**config.mk**
```make
export PLATFORM = sky130hd
export DESIGN_NAME = button_irq_ctrl
export DESIGN_NICKNAME = d
export VERILOG_FILES = /design/src/rtl/button_irq_ctrl.sv
export SDC_FILE = /design/constraint.sdc
export NUM_CORES = 1
export LEC_CHECK = 0
export BUFFER_PORTS_ARGS = -buffer_cell sky130_fd_sc_hd__buf_2
export CORE_ASPECT_RATIO = 0.9
export CORE_MARGIN = 8
export CORE_UTILIZATION = 50
export CTS_CLUSTER_SIZE = 30
export DETAILED_ROUTE_END_ITERATION = 12
export PLACE_DENSITY_LB_ADDON = 0.05
export SLEW_MARGIN = 0
export SYNTH_ARGS = -nofsm -noshare
export SYNTH_HDL_FRONTEND = slang
export SYNTH_SLANG_ARGS = --single-unit
```
**constraint.sdc**
```tcl
create_clock -name clk -period 2.9 [get_ports clk]
set_clock_uncertainty 0.15 [all_clocks]
set_input_delay 0.435 -clock clk [delete_from_list [all_inputs] [get_ports clk]]
set_output_delay 0.435 -clock clk [all_outputs]
set_load 0.01 [all_outputs]
```
**src/rtl/button_irq_ctrl.sv**
```systemverilog
// Button front end for the CPU: synchronise, debounce and edge-detect four active-low buttons,
// latch press events as pending, and raise one prioritised interrupt at a time via req/ack/done.
module button_irq_ctrl #(
  parameter int NBTN      = 4,
  parameter int DB_CYCLES = 8,
  parameter int CNT_W     = 4
) (
  input  logic            clk,
  input  logic            reset,
  input  logic [NBTN-1:0] buttons,
  input  logic [NBTN-1:0] irq_mask,
  input  logic            irq_ack,
  input  logic            irq_done,
  output logic [NBTN-1:0] btn_level,
  output logic [NBTN-1:0] pending,
  output logic            irq,
  output logic [1:0]      irq_id
);

  typedef enum logic [1:0] {IDLE, REQ, SVC} state_t;

  localparam logic [CNT_W-1:0] DB_LAST = CNT_W'(DB_CYCLES - 1);

  logic [NBTN-1:0]  sync_p0, sync_p1;
  logic [NBTN-1:0]  stable_p2, stable_p3;
  logic [CNT_W-1:0] cnt [NBTN];
  logic [NBTN-1:0]  press;
  logic [NBTN-1:0]  cand, ack_clr;
  state_t           state, state_n;
  logic [1:0]       id_n;

  // Lowest set index wins; bit 0 is the highest priority.
  function automatic logic [1:0] prio_pick(input logic [NBTN-1:0] c);
    logic [1:0] w;
    w = '0;
    for (int i = NBTN - 1; i >= 0; i--) begin
      if (c[i]) w = 2'(i);
    end
    return w;
  endfunction

  // Stage p0/p1: two-flop synchroniser, released (1) out of reset
  always_ff @(posedge clk or posedge reset) begin
    if (reset) begin
      sync_p0 <= '1;
      sync_p1 <= '1;
    end else begin
      sync_p0 <= buttons;
      sync_p1 <= sync_p0;
    end
  end

  // Stage p2: debounce counters; p3 is the delayed stable level used for the press strobe
  always_ff @(posedge clk or posedge reset) begin
    if (reset) begin
      stable_p2 <= '1;
      stable_p3 <= '1;
      for (int i = 0; i < NBTN; i++) cnt[i] <= '0;
    end else begin
      stable_p3 <= stable_p2;
      for (int i = 0; i < NBTN; i++) begin
        if (sync_p1[i] == stable_p2[i]) begin
          cnt[i] <= '0;
        end else if (cnt[i] == DB_LAST) begin
          stable_p2[i] <= sync_p1[i];
          cnt[i]       <= '0;
        end else begin
          cnt[i] <= cnt[i] + CNT_W'(1);
        end
      end
    end
  end

  assign btn_level = ~stable_p2;
  assign press     = stable_p3 & ~stable_p2;
  assign cand      = pending & irq_mask;

  always_comb begin
    state_n = state;
    id_n    = irq_id;
    ack_clr = '0;
    case (state)
      IDLE: begin
        if (|cand) begin
          state_n = REQ;
          id_n    = prio_pick(cand);
        end
      end
      REQ: begin
        if (irq_ack) begin
          state_n         = SVC;
          ack_clr[irq_id] = 1'b1;
        end else if (!irq_mask[irq_id]) begin
          state_n = IDLE;
        end
      end
      SVC: begin
        if (irq_done) state_n = IDLE;
      end
      default: state_n = IDLE;
    endcase
  end

  // Request stage: a press landing in the same cycle as its ack keeps pending set
  always_ff @(posedge clk or posedge reset) begin
    if (reset) begin
      state   <= IDLE;
      irq_id  <= '0;
      irq     <= 1'b0;
      pending <= '0;
    end else begin
      state   <= state_n;
      irq_id  <= id_n;
      irq     <= (state_n == REQ);
      pending <= (pending & ~ack_clr) | press;
    end
  end

endmodule

```
==> results of run 1 <==
## stage by stage
stage,instance area [um2],power [mW],worst slack [ns]
CTS,1850,1.79,1.18
global route,1860,1.91,1.14
floorplan,1610,1.29,1.40
finish,1860,1.77,1.19
global placement,1780,1.45,1.36
detailed placement,1780,1.47,1.33
## registers in the layout, summed over array words and instances, names as in the netlist
register / count
stable_p3: 4
irq_id: 2
state: 2
pending: 4
irq: 1
sync_p1: 4
stable_p2: 4
cnt: 16
sync_p0: 4
## area by class of cell
class / count / share of cell area, %
Tap cell: 42 / 2.82
Clock buffer: 7 / 3.50
Sequential cell: 41 / 56.2
Clock inverter: 1 / 0.269
Inverter: 6 / 1.21
Multi-Input combinational cell: 83 / 29.1
Timing Repair Buffer: 24 / 6.86
## where the power goes
| part | switching [mW] | leakage (nW) | total [mW] | internal [mW] |
|---|---|---|---|---|
| Sequential | 0.161 | 0.487 | 0.952 | 0.790 |
| Combinational | 0.253 | 0.320 | 0.505 | 0.252 |
| Clock | 0.170 | 0.0413 | 0.310 | 0.141 |
| Total | 0.584 | 0.848 | 1.77 | 1.18 |
## cell families (layout without fill, tap and decap cells)
logic type / count (synthesis) / after routing
simple gates: 49 / 49
flops: 41 / 41
compound gates: 18 / 18
xor+xnor: 8 / 8
buf+inv: 6 / 38
fa+ha+maj: 4 / 4
mux: 4 / 4
## what timing repair did
| item | in CTS | in global routing |
|---|---|---|
| hold buffers | 0 | 1 |
| hold endpoints to repair | 0 | 1 |
| setup endpoints to repair | 0 | 0 |
## cells in the mapped netlist (5+ instances only)
master,n,area [um2]
sky130_fd_sc_hd__o21ai_0,5,25.0
sky130_fd_sc_hd__dfstp_2,16,420
sky130_fd_sc_hd__nor3_1,6,30.0
sky130_fd_sc_hd__dfrtp_1,25,626
sky130_fd_sc_hd__nand3_1,5,25.0
sky130_fd_sc_hd__a21oi_1,7,35.0
sky130_fd_sc_hd__xnor2_1,8,70.1
sky130_fd_sc_hd__inv_1,6,22.5
sky130_fd_sc_hd__nand2_1,12,45.0
sky130_fd_sc_hd__nor2_1,13,48.8
## final timing paths
check,startpoint,end,slack (ns),cells after the start
max in group asynchronous,reset,sync_p0[3],2.20,3
max reg2reg,pending[1],irq_id[0],1.47,3
min,buttons[1],sync_p0[1],0.03,1
min reg2reg,sync_p0[0],sync_p1[0],0.21,0
min in group asynchronous,reset,cnt[4],0.04,3
max,stable_p2[3],btn_level[3],1.19,2
## placed cells by master (no fill, tap or decap)
cell type / n
sky130_fd_sc_hd__dfstp_2: 16
sky130_fd_sc_hd__and3b_2: 1
sky130_fd_sc_hd__nor2_1: 13
sky130_fd_sc_hd__mux2_2: 2
sky130_fd_sc_hd__buf_2: 22
sky130_fd_sc_hd__dfrtp_1: 25
sky130_fd_sc_hd__or3_1: 1
sky130_fd_sc_hd__dlygate4sd3_1: 1
sky130_fd_sc_hd__clkbuf_4: 5
sky130_fd_sc_hd__nand3_1: 5
sky130_fd_sc_hd__nor2b_1: 4
sky130_fd_sc_hd__nand3b_4: 1
sky130_fd_sc_hd__buf_4: 1
sky130_fd_sc_hd__mux4_2: 1
sky130_fd_sc_hd__clkbuf_8: 2
sky130_fd_sc_hd__a32oi_1: 1
sky130_fd_sc_hd__and2_1: 1
sky130_fd_sc_hd__ha_1: 4
sky130_fd_sc_hd__nand2_1: 12
sky130_fd_sc_hd__nor3_1: 6
sky130_fd_sc_hd__o21ai_0: 5
sky130_fd_sc_hd__o21ai_2: 1
sky130_fd_sc_hd__a21oi_1: 7
sky130_fd_sc_hd__inv_1: 6
sky130_fd_sc_hd__clkinv_2: 1
sky130_fd_sc_hd__a22o_1: 4
sky130_fd_sc_hd__nand2b_1: 1
sky130_fd_sc_hd__nand3b_1: 2
sky130_fd_sc_hd__mux2_1: 1
sky130_fd_sc_hd__xnor2_1: 8
sky130_fd_sc_hd__nor3b_1: 2
## routing by layer
metal,vias up,global-route usage [%]
li1,502,-
met1,500,14.4
met2,26,16.6
met3,2,5.78
met4,0,4.48
met5,-,0
## critical path, cell delays in order, from the launching register on
cell and delay, ns:
sky130_fd_sc_hd__dfstp_2 0.57, sky130_fd_sc_hd__inv_1 0.07, sky130_fd_sc_hd__buf_2 0.14
==> impl_metrics.prom, run 1 <==
# TYPE chip_impl_metric gauge
chip_impl_metric{name="synth_xor_area_share",unit="%"} 4.35
chip_impl_info{name="hold_path.class",value="primary input to register"} 1
chip_impl_metric{name="synth_fa_ha_area_share",unit="%"} 3.11
chip_impl_metric{name="layout-drive-gt1-share",unit="%"} 32.7
chip_impl_metric{name="clockBufferDepth",unit=""} 2
chip_impl_metric{name="dr_total_vias",unit=""} 1030
chip_impl_metric{name="global_route.usage.total",unit="%"} 11.6
chip_impl_info{name="maxUsedRoutingLayer",value="met4"} 1
chip_impl_metric{name="yosys-mux-area-fraction",unit="%"} 3.50
chip_impl_metric{name="post_cts_resized",unit=""} 0
chip_impl_metric{name="final-seq-area",unit="mm2"} 0.00105
chip_impl_metric{name="fin_hold_ws",unit="ns"} 0.0338
chip_impl_metric{name="edff_count_synth",unit=""} 0
chip_impl_metric{name="max_cap_violations",unit=""} 0
chip_impl_metric{name="detail_route.vias_per_cell",unit=""} 5.05
chip_impl_metric{name="drt_pass1_iterations",unit=""} 4
chip_impl_info{name="rsz_0062_raised_after_global_routing",value="false"} 1
chip_impl_metric{name="syn_area",unit="mm2"} 0.00161
chip_impl_metric{name="fp-row-count",unit=""} 19
chip_impl_metric{name="syn_nets",unit=""} 146
chip_impl_metric{name="synth-warning-count",unit=""} 0
chip_impl_info{name="dominantRegCellSynth",value="sky130_fd_sc_hd__dfrtp_1"} 1
chip_impl_metric{name="antenna_violating_nets_post_route",unit=""} 0
chip_impl_metric{name="clk_latency",unit="ns"} 0.34
chip_impl_metric{name="yosys.cell_types.count",unit=""} 25
chip_impl_metric{name="placement.io_buffers",unit=""} 22
chip_impl_metric{name="signed_area_change_from_the_synthesized_netlist_to_the_final_layout",unit="%"} 15.5
chip_impl_metric{name="route.met2.wl",unit="mm"} 1.16
chip_impl_metric{name="multi_input_area",unit="um2"} 542
chip_impl_metric{name="syn-mean-instance-area",unit="um2"} 12.4
chip_impl_info{name="clockRootBuffer",value="sky130_fd_sc_hd__clkbuf_4"} 1
chip_impl_metric{name="fraction_of_the_yosys_area_taken_by_sequential_cells",unit="%"} 65.0
chip_impl_metric{name="max_slew.worst_pin.slew",unit="ns"} 0.482
chip_impl_metric{name="dr_wl_met3",unit="um"} 232
chip_impl_info{name="tritoncts",value="yes"} 1
chip_impl_metric{name="cts_htree_levels",unit=""} 2
chip_impl_metric{name="wp_data_arrival",unit="ns"} 1.12
chip_impl_metric{name="drt_initial_violations",unit=""} 46
chip_impl_info{name="main_combinational_cell_family_by_area_after_synthesis",value="simple AND/OR/NAND/NOR gates"} 1
chip_impl_metric{name="grt_antenna_before_repair",unit=""} 0
chip_impl_info{name="cp_capture_type",value="output pin"} 1
chip_impl_metric{name="n_antenna_cell",unit=""} 0
chip_impl_metric{name="clock_sink_count",unit=""} 41
chip_impl_metric{name="synth_simple_gate_area_share",unit="%"} 15.7
chip_impl_metric{name="routed_wl",unit="mm"} 2.66
chip_impl_metric{name="ir_drop",unit="mV"} 0.495
chip_impl_info{name="run_status",value="finished clean"} 1
chip_impl_metric{name="fin_cells",unit=""} 204
chip_impl_metric{name="cp_data_required_time",unit="ns"} 2.32
chip_impl_metric{name="postSynth.asyncResetShare",unit="%"} 100
chip_impl_metric{name="fillCellCount",unit=""} 251
chip_impl_metric{name="fin_tns_setup",unit="ns"} 0
chip_impl_metric{name="finalSetupViolations",unit=""} 0
chip_impl_metric{name="static_leakage",unit="nW"} 0.848
chip_impl_metric{name="chipHeight",unit="um"} 69.8
chip_impl_metric{name="power.density",unit="mW/mm2"} 950
chip_impl_metric{name="initial_core_utilization",unit="%"} 52.5
chip_impl_metric{name="critical_path_peak_fanout",unit=""} 3
chip_impl_metric{name="hold_viol",unit=""} 0
chip_impl_metric{name="routedWlPerCell",unit="um"} 13.0
chip_impl_metric{name="coreArea",unit="mm2"} 0.00307
chip_impl_info{name="setup.worst_path.start_class",value="register"} 1
chip_impl_metric{name="gp_congestion",unit=""} 0.863
chip_impl_metric{name="final_min_period_over_clock_period",unit="%"} 58.9
chip_impl_metric{name="cts-buffers-inserted",unit=""} 5
chip_impl_metric{name="grt_max_degree",unit=""} 42
chip_impl_metric{name="postCtsSetupRepairBufs",unit=""} 0
chip_impl_metric{name="dieArea",unit="mm2"} 0.00529
chip_impl_metric{name="boundaryPins",unit=""} 23
chip_impl_metric{name="wl_met1",unit="mm"} 1.24
chip_impl_metric{name="vias_in_the_first_global_route",unit=""} 1038
chip_impl_metric{name="synth.ff_latch_count",unit=""} 41
chip_impl_info{name="critical_path_class",value="register to output pin"} 1
chip_impl_metric{name="place.detailed.hpwl",unit="mm"} 1.92
chip_impl_metric{name="synth_compound_area_share",unit="%"} 6.99
chip_impl_metric{name="grt_pass1_wl",unit="mm"} 4.66
chip_impl_metric{name="timing_max_transition_violations_final",unit=""} 0
chip_impl_metric{name="slew_headroom",unit="%"} 67.9
chip_impl_metric{name="timing.final.crit_period",unit="ns"} 1.71
chip_impl_metric{name="fmaxAchievable",unit="MHz"} 586
chip_impl_metric{name="syn_inst",unit=""} 130
chip_impl_metric{name="clkSlewWorstSetupHoldPaths",unit="ns"} 0.11
chip_impl_metric{name="drcViolationCount",unit=""} 0
chip_impl_metric{name="die_width",unit="um"} 75.8
chip_impl_metric{name="grt-ovfl-total",unit=""} 0
chip_impl_metric{name="postLayoutCoreUtil",unit="%"} 60.7
chip_impl_metric{name="nets",unit=""} 177
chip_impl_metric{name="placedCellCount",unit=""} 195
Power figures use the tool's default switching activity.
==> run 2: changes to the inputs <==
==> constraint.sdc (replaced) <==
create_clock -name clk -period 1.64 [get_ports clk]
set_clock_uncertainty 0.15 [all_clocks]
set_input_delay 0.246 -clock clk [delete_from_list [all_inputs] [get_ports clk]]
set_output_delay 0.246 -clock clk [all_outputs]
set_load 0.01 [all_outputs]
==> run 2 against run 1 <==
Clock-buffer cell count fell by 2. Sequential cell count unchanged. Critical path depth unchanged. Die area unchanged. Setup slack worse by 1.1 ns. Non-clock buffer count rose by 5. Core utilization up 1.1 points. Design area increased by 1.9%. Critical endpoint is now btn_level[1]. Largest power group unchanged. Worst hold slack better by 0.036 ns.
==> impl_metrics.prom, run 2 (synthesis gave the netlist of run 1 again) <==
# TYPE chip_impl_metric gauge
chip_impl_info{name="run_status",value="finished clean"} 1
chip_impl_info{name="cp_capture_type",value="output pin"} 1
chip_impl_metric{name="gp_congestion",unit=""} 0.857
chip_impl_metric{name="ir_drop",unit="mV"} 0.886
chip_impl_metric{name="power.density",unit="mW/mm2"} 1620
chip_impl_metric{name="place.detailed.hpwl",unit="mm"} 2.01
chip_impl_info{name="largest-register",value="cnt"} 1
chip_impl_metric{name="power.share.switching",unit="%"} 34.4
chip_impl_metric{name="die_width",unit="um"} 75.8
chip_impl_metric{name="grt-ovfl-total",unit=""} 0
chip_impl_metric{name="min_path_cells",unit=""} 3
chip_impl_info{name="clockRootBuffer",value="sky130_fd_sc_hd__clkbuf_4"} 1
chip_impl_metric{name="static_leakage",unit="nW"} 0.858
chip_impl_info{name="most_frequent_standard_cell_in_the_layout_excluding_fill_and_tap_cells",value="sky130_fd_sc_hd__dfrtp_1"} 1
chip_impl_metric{name="boundaryPins",unit=""} 23
chip_impl_metric{name="fin_cells",unit=""} 209
chip_impl_info{name="hold_path.class",value="primary input to register"} 1
chip_impl_metric{name="routedWlPerCell",unit="um"} 13.3
chip_impl_metric{name="final_min_period_over_clock_period",unit="%"} 93.3
chip_impl_metric{name="regToRegSetupSlack",unit="ns"} 0.21
chip_impl_metric{name="global_route.usage.total",unit="%"} 11.9
chip_impl_metric{name="dieArea",unit="mm2"} 0.00529
chip_impl_metric{name="clockBufferDepth",unit=""} 2
chip_impl_metric{name="drt_pass1_iterations",unit=""} 4
chip_impl_metric{name="coreArea",unit="mm2"} 0.00307
chip_impl_info{name="critical_path.reg2reg.startpoint",value="pending[0]"} 1
chip_impl_metric{name="grt_antenna_before_repair",unit=""} 0
chip_impl_metric{name="initial_core_utilization",unit="%"} 52.5
chip_impl_metric{name="power_report.internal_total",unit="mW"} 2.01
chip_impl_info{name="highest_count_cells_in_the_layout_ignoring_fill_and_taps",value="sky130_fd_sc_hd__dfrtp_1, sky130_fd_sc_hd__buf_2, sky130_fd_sc_hd__dfstp_2"} 1
chip_impl_metric{name="wp_data_arrival",unit="ns"} 1.13
chip_impl_metric{name="critical_path_peak_fanout",unit=""} 4
chip_impl_metric{name="dr_total_vias",unit=""} 1051
chip_impl_metric{name="p_switching",unit="mW"} 1.05
chip_impl_metric{name="max_slew.worst_pin.slew",unit="ns"} 0.483
chip_impl_info{name="rsz_0062_raised_after_global_routing",value="false"} 1
chip_impl_info{name="whs_endpoint",value="state[1]"} 1
chip_impl_metric{name="grt_max_degree",unit=""} 42
chip_impl_info{name="critical_path_class",value="register to output pin"} 1
chip_impl_metric{name="detail_route.vias_per_cell",unit=""} 5.03
chip_impl_metric{name="signed_area_change_from_the_synthesized_netlist_to_the_final_layout",unit="%"} 17.7
chip_impl_metric{name="slew_headroom",unit="%"} 67.8
chip_impl_metric{name="multi_input_area",unit="um2"} 542
chip_impl_metric{name="drcViolationCount",unit=""} 0
chip_impl_metric{name="ff2ff_path_depth",unit=""} 3
chip_impl_metric{name="routed_wl",unit="mm"} 2.77
chip_impl_info{name="tritoncts",value="yes"} 1
chip_impl_metric{name="fillCellCount",unit=""} 248
chip_impl_metric{name="fin_tns_setup",unit="ns"} 0
chip_impl_metric{name="n_antenna_cell",unit=""} 0
chip_impl_metric{name="timing_max_transition_violations_final",unit=""} 0
chip_impl_info{name="regToRegEndpoint",value="irq_id[0]"} 1
chip_impl_metric{name="fmaxAchievable",unit="MHz"} 654
chip_impl_metric{name="finalSetupViolations",unit=""} 0
chip_impl_metric{name="chipHeight",unit="um"} 69.8
chip_impl_metric{name="cp_data_required_time",unit="ns"} 1.24
chip_impl_metric{name="cts_htree_levels",unit=""} 2
chip_impl_metric{name="placedCellCount",unit=""} 195
chip_impl_metric{name="grt_pass1_wl",unit="mm"} 4.76
chip_impl_metric{name="hold_viol",unit=""} 0
chip_impl_metric{name="clkPwrFrac",unit="%"} 15.8
chip_impl_metric{name="post_cts_resized",unit=""} 0
chip_impl_metric{name="number_of_flip_flops_in_the_largest_register",unit=""} 16
chip_impl_metric{name="seqPwrFrac",unit="%"} 54.7
chip_impl_metric{name="clkSlewWorstSetupHoldPaths",unit="ns"} 0.12
chip_impl_metric{name="final-seq-area",unit="mm2"} 0.00105
chip_impl_metric{name="clock_sink_count",unit=""} 41
chip_impl_metric{name="antenna_violating_nets_post_route",unit=""} 0
chip_impl_metric{name="placement.io_buffers",unit=""} 22
chip_impl_metric{name="nets",unit=""} 182
chip_impl_metric{name="timing.final.crit_period",unit="ns"} 1.53
chip_impl_metric{name="drt_initial_violations",unit=""} 50
chip_impl_metric{name="layout-drive-gt1-share",unit="%"} 31.7
chip_impl_metric{name="max_cap_violations",unit=""} 0
chip_impl_metric{name="vias_in_the_first_global_route",unit=""} 1061
chip_impl_info{name="worstHoldStart",value="irq_ack"} 1
chip_impl_metric{name="fp-row-count",unit=""} 19
chip_impl_info{name="setup.worst_path.start_class",value="register"} 1
chip_impl_metric{name="cts-buffers-inserted",unit=""} 5
chip_impl_metric{name="share_comb_of_total_power",unit="%"} 29.4
chip_impl_metric{name="clk_latency",unit="ns"} 0.35
run 2: cell count changes in the layout (fill, tap and decap cells not counted):
cell,previous run,this run
sky130_fd_sc_hd__clkbuf_8,2,0
sky130_fd_sc_hd__clkinv_2,1,2
sky130_fd_sc_hd__clkinvlp_4,0,1
sky130_fd_sc_hd__dlygate4sd3_1,1,6
run 2: how the worst max path moves through the flow:
stage / cells past startpoint / to / startpoint / slack (ns)
final: 2 / btn_level[1] / stable_p2[1] / 0.11
after CTS: 2 / btn_level[0] / stable_p2[0] / 0.09
after detailed placement: 3 / irq_id[0] / pending[0] / 0.23
after floorplan: 3 / irq_id[0] / pending[0] / 0.25
after global routing: 2 / btn_level[1] / stable_p2[1] / 0.04
after global placement: 3 / irq_id[0] / pending[0] / 0.27
run 2: routing by layer:
metal	wire length, um	share of wire [%]	track usage (%)	vias up
met5	0	0	0	-
met3	274	9.9	6.50	7
met4	52	1.9	5.54	0
met2	1240	45	17.0	30
met1	1210	44	14.1	502
li1	-	-	-	512
run 2: timing repair:
| item | in CTS | in global routing |
|---|---|---|
| endpoints found under the hold margin | 30 | 0 |
| hold buffers | 6 | 0 |
| setup buffers | 0 | 0 |
run 2: layout make-up:
class,count,area share (%)
flip-flops and latches,41,55.2
multi-input cells,83,28.6
repair buffers,29,9.37
well taps,42,2.77
clock buffers,5,1.98
inverters,6,1.19
clock inverters,3,0.924
run 2: metrics by stage:
stage | hold WS [ns] | utilization, % | power (mW) | instance area [um2] | setup slack [ns]
after floorplan | 0.100 | - | 2.27 | 1610 | 0.247
after global placement | 0.196 | 58.1 | 2.56 | 1780 | 0.268
after detailed placement | 0.200 | 58.1 | 2.61 | 1780 | 0.228
after CTS | 0.0610 | 61.8 | 3.11 | 1900 | 0.0923
after global routing | 0.0505 | 61.8 | 3.32 | 1900 | 0.0443
final | 0.0699 | 61.8 | 3.06 | 1900 | 0.111
run 2: power by group through the flow:
stage               Sequential (mW)  Clock, mW  Combinational, mW
CTS                            1.68      0.506              0.923
global route                   1.73      0.553               1.04
detailed placement             1.70          0              0.905
global placement               1.68          0              0.886
floorplan                      1.67          0              0.598
finish                         1.68      0.485              0.901
run 2: worst max-delay path, cell delays in order (launching register included):
cell	delay, ns
sky130_fd_sc_hd__dfstp_2	0.58
sky130_fd_sc_hd__inv_1	0.06
sky130_fd_sc_hd__buf_2	0.14
==> run 3: changes to the inputs <==
--- a/config.mk
+++ b/config.mk
@@ -8,7 +8,7 @@
 export BUFFER_PORTS_ARGS = -buffer_cell sky130_fd_sc_hd__buf_2
 export CORE_ASPECT_RATIO = 0.9
 export CORE_MARGIN = 8
-export CORE_UTILIZATION = 50
+export CORE_UTILIZATION = 41
 export CTS_CLUSTER_SIZE = 30
 export DETAILED_ROUTE_END_ITERATION = 12
 export PLACE_DENSITY_LB_ADDON = 0.05
==> run 3 against run 2 <==
Worst hold slack worse by 0.049 ns. Via count shrank 3.4%. Sequential cell count stayed put. Critical endpoint is now btn_level[3]. Sequential power about the same. Clock-buffer cell count is 2 higher. Cell count grew 1.4%. Largest cell class unchanged.
==> impl_metrics.prom, run 3 (synthesis gave the netlist of run 1 again) <==
# TYPE chip_impl_metric gauge
chip_impl_metric{name="global_route.usage.total",unit="%"} 10.2
chip_impl_metric{name="routedWlPerCell",unit="um"} 13.0
chip_impl_metric{name="critPathBufInv",unit=""} 2
chip_impl_metric{name="fp-row-count",unit=""} 21
chip_impl_metric{name="layout-drive-gt1-share",unit="%"} 31.9
chip_impl_info{name="cp_capture_type",value="output pin"} 1
chip_impl_metric{name="cp_data_required_time",unit="ns"} 1.24
chip_impl_metric{name="max_cap_violations",unit=""} 0
chip_impl_metric{name="placedCellCount",unit=""} 199
chip_impl_info{name="most_frequent_standard_cell_in_the_layout_excluding_fill_and_tap_cells",value="sky130_fd_sc_hd__dfrtp_1"} 1
chip_impl_info{name="highest_count_cells_in_the_layout_ignoring_fill_and_taps",value="sky130_fd_sc_hd__dfrtp_1, sky130_fd_sc_hd__buf_2, sky130_fd_sc_hd__dfstp_2"} 1
chip_impl_metric{name="clock_sink_count",unit=""} 41
chip_impl_metric{name="grt_pass1_wl",unit="mm"} 4.77
chip_impl_metric{name="initial_core_utilization",unit="%"} 42.9
chip_impl_metric{name="number_of_flip_flops_in_the_largest_register",unit=""} 16
chip_impl_metric{name="placement.io_buffers",unit=""} 22
chip_impl_metric{name="slew_headroom",unit="%"} 76.3
chip_impl_metric{name="ir_drop",unit="mV"} 0.706
chip_impl_metric{name="coreArea",unit="mm2"} 0.00376
chip_impl_metric{name="routed_wl",unit="mm"} 2.76
chip_impl_metric{name="die_width",unit="um"} 82.1
chip_impl_metric{name="fin_cells",unit=""} 212
chip_impl_metric{name="cts_htree_levels",unit=""} 2
chip_impl_metric{name="timing.final.crit_period",unit="ns"} 1.44
chip_impl_metric{name="place.detailed.hpwl",unit="mm"} 2.02
chip_impl_info{name="critical_path_class",value="register to output pin"} 1
chip_impl_info{name="tritoncts",value="yes"} 1
chip_impl_metric{name="fin_tns_setup",unit="ns"} 0
chip_impl_metric{name="fillCellCount",unit=""} 331
chip_impl_metric{name="nets",unit=""} 181
chip_impl_info{name="rsz_0062_raised_after_global_routing",value="false"} 1
chip_impl_metric{name="gp_congestion",unit=""} 0.746
chip_impl_metric{name="static_leakage",unit="nW"} 0.882
chip_impl_metric{name="detail_route.vias_per_cell",unit=""} 4.79
chip_impl_metric{name="clockBufferDepth",unit=""} 2
chip_impl_metric{name="boundaryPins",unit=""} 23
chip_impl_metric{name="n_antenna_cell",unit=""} 0
chip_impl_metric{name="cts-buffers-inserted",unit=""} 5
chip_impl_metric{name="chipHeight",unit="um"} 75.5
chip_impl_info{name="run_status",value="finished clean"} 1
chip_impl_info{name="critical_path.slowest_cell",value="sky130_fd_sc_hd__dfstp_2"} 1
chip_impl_info{name="crit_chain",value="inv_1, buf_2"} 1
chip_impl_metric{name="signed_area_change_from_the_synthesized_netlist_to_the_final_layout",unit="%"} 21.1
chip_impl_metric{name="timing_max_transition_violations_final",unit=""} 0
chip_impl_metric{name="final-seq-area",unit="mm2"} 0.00105
chip_impl_metric{name="drcViolationCount",unit=""} 0
chip_impl_metric{name="wp_data_arrival",unit="ns"} 1.05
chip_impl_metric{name="max_slew.worst_pin.slew",unit="ns"} 0.353
chip_impl_metric{name="grt-ovfl-total",unit=""} 0
chip_impl_metric{name="drt_pass1_iterations",unit=""} 4
chip_impl_info{name="hold_path.class",value="primary input to register"} 1
chip_impl_info{name="crit_family",value="flip-flops"} 1
chip_impl_metric{name="fmaxAchievable",unit="MHz"} 692
chip_impl_metric{name="final_min_period_over_clock_period",unit="%"} 88.1
chip_impl_metric{name="clk_latency",unit="ns"} 0.28
chip_impl_metric{name="antenna_violating_nets_post_route",unit=""} 0
chip_impl_metric{name="dieArea",unit="mm2"} 0.00619
chip_impl_metric{name="grt_antenna_before_repair",unit=""} 0
chip_impl_metric{name="fin_hold_ws",unit="ns"} 0.0207
chip_impl_metric{name="critical_path_peak_fanout",unit=""} 3
chip_impl_metric{name="cpPeakStageDelay",unit="ns"} 0.56
chip_impl_metric{name="multi_input_area",unit="um2"} 542
chip_impl_metric{name="finalSetupViolations",unit=""} 0
chip_impl_info{name="setup.worst_path.start_class",value="register"} 1
chip_impl_metric{name="drt_initial_violations",unit=""} 32
chip_impl_metric{name="regToRegSetupSlack",unit="ns"} 0.21
chip_impl_metric{name="vias_in_the_first_global_route",unit=""} 1054
chip_impl_metric{name="hold_viol",unit=""} 0
chip_impl_metric{name="clkSlewWorstSetupHoldPaths",unit="ns"} 0.07
chip_impl_metric{name="power.density",unit="mW/mm2"} 1680
chip_impl_metric{name="postLayoutCoreUtil",unit="%"} 51.9
chip_impl_info{name="largest-register",value="cnt"} 1
chip_impl_metric{name="grt_max_degree",unit=""} 42
chip_impl_metric{name="dr_total_vias",unit=""} 1015
chip_impl_info{name="clockRootBuffer",value="sky130_fd_sc_hd__clkbuf_8"} 1
chip_impl_metric{name="postCtsSetupRepairBufs",unit=""} 0
[run 3: cell count changes in the layout (fill, tap and decap cells not counted)]
cell / previous run / this run
sky130_fd_sc_hd__clkbuf_4: 5 / 0
sky130_fd_sc_hd__clkinvlp_4: 1 / 0
sky130_fd_sc_hd__dlygate4sd3_1: 6 / 5
sky130_fd_sc_hd__buf_4: 1 / 0
sky130_fd_sc_hd__clkbuf_8: 0 / 7
sky130_fd_sc_hd__buf_12: 0 / 1
sky130_fd_sc_hd__clkinv_2: 2 / 1
[run 3: final timing paths]
| path | cells after the start | end | from |
|---|---|---|---|
| worst max-delay path | 2 | btn_level[3] | stable_p2[3] |
| worst min-delay path | 2 | state[1] | irq_done |
| worst max register to register | 3 | irq_id[0] | pending[0] |
| worst min register to register | 0 | sync_p1[0] | sync_p0[0] |
| max in group asynchronous | 4 | stable_p2[3] | reset |
| min in group asynchronous | 4 | cnt[9] | reset |
[run 3: cell type report]
class	count	share of cell area, %
flip-flops and latches	41	53.7
multi-input cells	83	27.8
repair buffers	28	9.24
clock buffers	7	4.94
well taps	46	2.95
inverters	6	1.16
clock inverters	1	0.257
[run 3: through the flow]
| stage | power, mW | setup WS (ns) | instance area (um2) |
|---|---|---|---|
| after global placement | 2.57 | 0.268 | 1800 |
| after CTS | 3.33 | 0.181 | 1950 |
| final | 3.28 | 0.196 | 1950 |
| after global routing | 3.54 | 0.144 | 1950 |
| after floorplan | 2.27 | 0.247 | 1610 |
| after detailed placement | 2.61 | 0.230 | 1800 |
[run 3: power breakdown]
group | internal [mW] | leakage [nW] | switching (mW) | total [mW]
Combinational | 0.455 | 0.341 | 0.448 | 0.903
Clock | 0.380 | 0.0542 | 0.318 | 0.698
Sequential | 1.40 | 0.487 | 0.278 | 1.68
Total | 2.23 | 0.882 | 1.04 | 3.28
[run 3: what timing repair did]
| item | in CTS | in global routing |
|---|---|---|
| gates resized for setup | 0 | 0 |
| hold buffers | 5 | 0 |
| endpoints found under the hold margin | 29 | 0 |
[run 3: layer usage]
layer	up-vias	part of all wire [%]	GRT usage (%)
met4	0	1.2	4.67
li1	510	-	-
met2	18	42	15.0
met3	4	7.7	4.01
met5	-	0	0
met1	483	49	12.9
